==> src/rtl/morse_pkg.sv <==
// Shared Morse symbol codes, sequence widths and the stored-entry layout.
// Pure definitions: no logic, no latency.
// No flow control.
package morse_pkg;

    localparam logic [1:0] SYM_DOT   = 2'b00;
    localparam logic [1:0] SYM_DASH  = 2'b01;
    localparam logic [1:0] SYM_SEP   = 2'b10;
    localparam logic [1:0] SYM_EMPTY = 2'b11;

    localparam int SYMS_PER_SEQ = 5;
    localparam int SEQ_W        = 2 * SYMS_PER_SEQ;
    localparam int ENTRY_W      = 2 * SEQ_W;

    localparam logic [SEQ_W-1:0] EMPTY_SEQ = {SYMS_PER_SEQ{SYM_EMPTY}};

    // seq_a is declared first so it lands in the upper half of a packed entry
    typedef struct packed {
        logic [SEQ_W-1:0] seq_a;
        logic [SEQ_W-1:0] seq_b;
    } entry_t;

    localparam entry_t EMPTY_ENTRY = '{seq_a: EMPTY_SEQ, seq_b: EMPTY_SEQ};

endpackage

==> src/rtl/rise_detect.sv <==
// Rising-edge detector: pulses for the cycle in which din is first sampled high.
// Latency: pulse is combinational from din against one registered copy.
// No flow control; delayed copy resets to 1 so a level held through reset never pulses.
module rise_detect (
    input  logic clk,
    input  logic reset,
    input  logic din,
    output logic rise
);

    logic din_q;

    always_ff @(posedge clk or negedge reset) begin
        if (!reset) begin
            din_q <= 1'b1;
        end else begin
            din_q <= din;
        end
    end

    assign rise = din & ~din_q;

endmodule

==> src/rtl/morse_sequence_storage.sv <==
// Stores up to NUM_SLOTS committed {first_seq, sec_seq} entries, oldest in the MSBs.
// Latency: a commit on the enter rising edge is visible on o_sequence right after that edge.
// No backpressure: when full, the oldest entry is dropped to make room.
module morse_sequence_storage
    import morse_pkg::*;
#(
    parameter int NUM_SLOTS = 8
) (
    input  logic                         clk,
    input  logic                         reset,
    input  logic                         enter,
    input  logic [SEQ_W-1:0]             first_seq,
    input  logic [SEQ_W-1:0]             sec_seq,
    output logic [ENTRY_W*NUM_SLOTS-1:0] o_sequence
);

    localparam int CNT_W = $clog2(NUM_SLOTS + 1);

    entry_t           slots     [NUM_SLOTS];
    entry_t           slots_nxt [NUM_SLOTS];
    logic [CNT_W-1:0] cnt;
    logic [CNT_W-1:0] cnt_nxt;
    logic             commit;
    logic             blank;
    entry_t           new_entry;

    rise_detect u_rise_detect (
        .clk   (clk),
        .reset (reset),
        .din   (enter),
        .rise  (commit)
    );

    assign new_entry = '{seq_a: first_seq, seq_b: sec_seq};
    assign blank     = (first_seq == EMPTY_SEQ) && (sec_seq == EMPTY_SEQ);

    always_comb begin
        slots_nxt = slots;
        cnt_nxt   = cnt;
        if (commit && !blank) begin
            if (cnt == CNT_W'(NUM_SLOTS)) begin
                // Full: slide everything one slot toward the oldest end
                for (int i = 0; i < NUM_SLOTS - 1; i++) begin
                    slots_nxt[i] = slots[i+1];
                end
                slots_nxt[NUM_SLOTS-1] = new_entry;
            end else begin
                for (int i = 0; i < NUM_SLOTS; i++) begin
                    if (cnt == CNT_W'(i)) begin
                        slots_nxt[i] = new_entry;
                    end
                end
                cnt_nxt = cnt + CNT_W'(1);
            end
        end
    end

    always_ff @(posedge clk or negedge reset) begin
        if (!reset) begin
            for (int i = 0; i < NUM_SLOTS; i++) begin
                slots[i] <= EMPTY_ENTRY;
            end
            cnt <= '0;
        end else begin
            slots <= slots_nxt;
            cnt   <= cnt_nxt;
        end
    end

    always_comb begin
        o_sequence = '1;
        for (int k = 0; k < NUM_SLOTS; k++) begin
            o_sequence[ENTRY_W*(NUM_SLOTS-1-k) +: ENTRY_W] = slots[k];
        end
    end

endmodule

==> config.mk <==
export PLATFORM = sky130hd
export DESIGN_NAME = morse_sequence_storage
export DESIGN_NICKNAME = d
export VERILOG_FILES = /design/src/rtl/morse_pkg.sv /design/src/rtl/rise_detect.sv /design/src/rtl/morse_sequence_storage.sv
export SDC_FILE = /design/constraint.sdc
export NUM_CORES = 1
export LEC_CHECK = 0
export ABC_CLOCK_PERIOD_IN_PS = 2500
export BUFFER_PORTS_ARGS = -buffer_cell sky130_fd_sc_hd__buf_2
export CAP_MARGIN = 10
export CORE_MARGIN = 2
export CORE_UTILIZATION = 54
export DETAILED_ROUTE_END_ITERATION = 6
export PLACE_DENSITY = 0.8
export SLEW_MARGIN = 20
export SYNTH_ARGS = -nofsm -noshare
export SYNTH_HDL_FRONTEND = slang
export SYNTH_SLANG_ARGS = --single-unit
==> constraint.sdc <==
create_clock -name clk -period 2.5 [get_ports clk]
set_input_delay 0 -clock clk [delete_from_list [all_inputs] [get_ports clk]]
set_output_delay 0 -clock clk [all_outputs]
set_load 0.05 [all_outputs]
After elaboration in Yosys (flattened, before gate mapping)
Cells that the tools add are included.
{"block": "op_classes", "n_bitwise": 3, "n_mux": 9, "n_addsub": 1, "eq_ne": 10, "reduce_logical": 21}
{"cell": "2-to-1 mux 160 bit", "n": 1}
{"cell": "2-to-1 mux 20 bit", "n": 8}
{"cell": "equality test 10 bit, second input constant", "n": 2}
{"cell": "AND reduction 2 bit", "n": 9}
{"cell": "equality test 4 x 3 -> 1 bit, second input constant", "n": 4}
{"cell": "nonzero test 2 bit", "n": 8}
{"cell": "equality test 4 x 2 -> 1 bit, second input constant", "n": 2}
{"cell": "adder 4 x 1 -> 4 bit, second input constant", "n": 1}
{"cell": "equality test 4 x 1 -> 1 bit, second input constant", "n": 1}
{"cell": "equality test 4 bit, second input constant", "n": 1}
{"cell": "zero test 4 bit", "n": 1}
{"cell": "logical AND 1 bit", "n": 2}
{"cell": "NOT 1 bit", "n": 2}
{"cell": "AND 1 bit", "n": 1}
{"cell": "zero test 1 bit", "n": 1}
{"block": "word_totals", "register_bits": 165, "output_inout_bits": 160}

Longest topological paths before layout
{"block": "depth", "depth_word": 5, "ltp_mapped": 9, "ltp_nobuf": 6}

Modules after synthesis
Synthesis repeated with hierarchy kept, for this count alone.
{"block": "hier_totals", "cells_unflattened": 667, "hier_area_um2": 8075.2}
{"module": "morse_sequence_storage", "instances": 1, "cells_each": 665, "area_per_inst_um2": 8035.2, "seq_area_each_um2": 4304.1}
{"module": "rise_detect", "instances": 1, "cells_each": 2, "area_per_inst_um2": 40.0, "seq_area_each_um2": 26.3}

Worst setup path before layout
OpenSTA, ideal clock, no wires.
{"block": "synth_path", "path_kind": "reg2reg", "start": "register cnt[0]", "end": "register slots, in the netlist o_sequence[0]", "path_stages_with_launch": 9, "n_path_buf": 2, "setup_time_ns": 0.085, "t_arrival_ns": 1.841, "slack_ns": 0.574, "path_cell_list": "dfrtp_1 inv_1 ha_1 and3b_1 buf_4 a31oi_1 a211oi_2 buf_6 mux2_1"}
{"block": "synth_via", "elab_chain_len": 3, "word_cells_on_any_way": 5, "classes_between": "eq/ne (2); mux (1); reduce/logical (2)"}
{"item": "start: declaration", "line_no": "morse_sequence_storage.sv:21", "rtl": "logic [CNT_W-1:0] cnt;"}
{"item": "start signal: assignment", "line_no": "morse_sequence_storage.sv:66", "rtl": "cnt <= cnt_nxt;"}
{"item": "equality test 4 bit / equality test 4 x 3 -> 1 bit (equally long branches)", "line_no": "morse_sequence_storage.sv:41, morse_sequence_storage.sv:49"}
{"item": "nonzero test 2 bit (no source line)"}
{"item": "AND reduction 2 bit (no source line)"}
{"item": "end signal: assignment", "line_no": "morse_sequence_storage.sv:65", "rtl": "slots <= slots_nxt;"}
{"item": "end: declaration", "line_no": "morse_sequence_storage.sv:19", "rtl": "entry_t slots [NUM_SLOTS];"}
Parallel ways exist; a longest one is shown, timed or not.
A chain may end at the register's enable or synchronous reset.

Worst setup path after layout
{"block": "layout_path", "start": "register cnt[0]", "end": "register slots, in the netlist o_sequence[40]"}
The elaborated chain is that of the path after synthesis.

==> qor.txt <==
Status: complete, no violations
Dominant cells by area after synthesis: dfstp_2 53%, mux2i_1 13%, mux2_1 11%, a21oi_1 6.5%, inv_1 4.8%
Sum of negative setup slack: 0 ns
CTS resizes: 0
Post-synthesis async set-or-reset flop share: 1.00
Inst Count DP: 1021
Post-CTS setup buffers: 0
Top-area cell type share of the netlist area: 0.530
Max Root-Sink Buffers: 2
DR WL/cell: 18.8 um
Count of final setup violators: 0
Worst Setup Start Kind: register
Reg-to-reg endpoint: o_sequence[40]
GRT Total Usage: 0.262
Die footprint: 0.0158 sq mm
Nets: 905
Slew HR: 0.513
RSZ-0062 raised after global routing: no
Number of synthesized flops with an enable pin: 0
Final Max Tran Viols: 0
Die width: 126 um
Root Driver: clkbuf_16
Ys Warns: 0
Vias: 5800
Avg Synthesized Cell Area: 12.0 sq um
Fillers: 1051
#FFs+latches synth: 165
Minimum clock period: 2.23 ns
CP max stage cell: dfrtp_1
GPL Wtd Cong: 0.831
Cell taking the most area after synthesis: dfstp_2
Global route overflow: 0
WP data required: 2.85 ns
Final hold vios: 0
Initial antenna violation count: 0
Starting Density: 0.551
Pre-CTS WS: 0.302 ns
Count leader, synth: dfstp_2
Clk sinks: 165
Min-Delay Path Class: in2async
Commonest cells in the netlist: 161 x dfstp_2, 104 x a21oi_1, 103 x mux2i_1
Multi-input gate area: 0.00312 sq mm
Cells after Synth: 667
CP max FO: 36
Area Growth Syn to Fin: 25.8%
Worst Slack Setup Final: 0.270 ns
Worst Tran Pin Value: 0.730 ns
Setup slack, reg-to-reg: 0.27 ns
Clk Latency, worst-skew pair: 0.43 ns
Worst EP arrival: 2.58 ns
ANT cells: 0
Post-DRT Antenna Nets: 0
Clock transition at path regs: 0.07 ns
Crit end category: register
Die Y: 126 um
DRC viols: 0
Hold buffer count at cts: 22
Clk_skew: 0.00774 ns
H-tree depth: 4
WS Path Type: reg2reg
Inserted Clock Buffers: 17
Detailed Route Iter0 Violations: 346
Syn_nets: 694
Global-route wire length before repair: 32200 um
Reg2Reg Depth: 7
Pre-antenna DRT Iters: 4
Critical R2R Launch: cnt[0]
Vias per cell: 5.40
Max-Cap Viols: 0
WL final: 20200 um
Number of global-route vias before repair: 5857
Largest net degree at the start of global routing: 70
Final Cycle Share: 0.892
Sequential cell area: 0.00433 sq mm
Detail Placement HPWL: 13600 um
Finished Core Util: 0.694
Main synth FF type: dfstp_2
Crit path cell chain: inv_1, ha_1, and3b_4, buf_4, nor2b_1, a21o_1, mux2_1
Fmax: 448 MHz
Slowest stage delay, CP: 0.43 ns
# rows: 44
Count of buffers from port buffering: 182
Core region area: 0.0145 sq mm
CTS tree: built
Post-synthesis sequential area ratio: 0.542
Top-level I/O count: 183
Non-Filler Instances: 1075
Post-Syn Area: 0.00798 sq mm
Post-synth cell types: 29
Layout cells sized above 1: 0.465
==> state kept, by name (all words and copies together) (netlist names) <==
signal and flops:
cnt 4, o_sequence 160, u_rise_detect.din_q 1
==> worst max-delay path: cells and delay by family (launching register included) <==
| kind | cells | cell delay, ns |
|---|---|---|
| buffers and inverters | 2 | 0.48 |
| muxes | 1 | 0.29 |
| DFF | 1 | 0.43 |
| AOI/OAI and AO/OA | 1 | 0.19 |
| adders and majority gates | 1 | 0.27 |
| and+or+nand+nor | 2 | 0.48 |
==> cell families (layout without fill, tap and decap cells) <==
| kind of cell | count (synthesis) | count (layout) | share of synthesized area |
|---|---|---|---|
| DFF | 165 | 165 | 0.542 |
| buffers and inverters | 141 | 365 | 0.0782 |
| and+or+nand+nor | 35 | 35 | 0.0273 |
| AOI/OAI and AO/OA | 134 | 134 | 0.0976 |
| muxes | 185 | 185 | 0.245 |
| xor gates and xnor gates | 3 | 3 | 0.00329 |
| adders and majority gates | 4 | 4 | 0.00627 |
==> layer usage <==
metal,wire [um],GRT usage,part of all wire,vias to the layer above
met1,8700,0.339,0.43,2894
met4,690,0.115,0.034,0
met3,867,0.0471,0.043,46
met2,9940,0.434,0.49,179
li1,-,-,-,2681
met5,0,0,0,-
==> worst max path at each step <==
stage                 from              to  slack [ns]  cells past startpoint
CTS                 cnt[0]  o_sequence[40]        0.30                      7
floorplan           cnt[0]   o_sequence[0]        0.57                      8
finish              cnt[0]  o_sequence[40]        0.27                      7
global placement    cnt[0]  o_sequence[59]        0.42                      7
detailed placement  cnt[0]  o_sequence[40]        0.30                      7
global route        cnt[0]  o_sequence[59]        0.12                      7
==> per-stage QoR <==
step	hold slack (ns)	cell area, sq um
after detailed placement	0.0273	9220
after global routing	0.193	10000
after floorplan	-0.296	7980
after CTS	0.140	10000
after global placement	0.0295	9220
final	0.144	10000
==> cells in the final DEF (no fill, tap or decap), drive strengths merged, types with 2 or more instances in the layout <==
| cell type | instances |
|---|---|
| dlygate4sd3 | 22 |
| nand4 | 6 |
| a31oi | 3 |
| mux2 | 82 |
| clkbuf | 21 |
| ha | 4 |
| buf | 208 |
| xnor2 | 2 |
| nor2b | 21 |
| dfstp | 161 |
| bufinv | 2 |
| clkinvlp | 5 |
| a2111oi | 3 |
| mux2i | 103 |
| inv | 102 |
| dfrtp | 4 |
| nor2 | 2 |
| a211oi | 4 |
| a21o | 20 |
| clkinv | 5 |
| a21oi | 104 |
==> final cells by class <==
class                      instances  area share
timing repair buffer             230       0.136
clock inverter                    11      0.0125
tap                              184      0.0229
clock buffer                      21      0.0478
sequential                       165       0.431
inverter                         103      0.0385
multi-input combinational        361       0.311
Power is left out: the tool's default activity adds up to more than one toggle a clock period on the data nets, which glitch-free logic cannot reach.
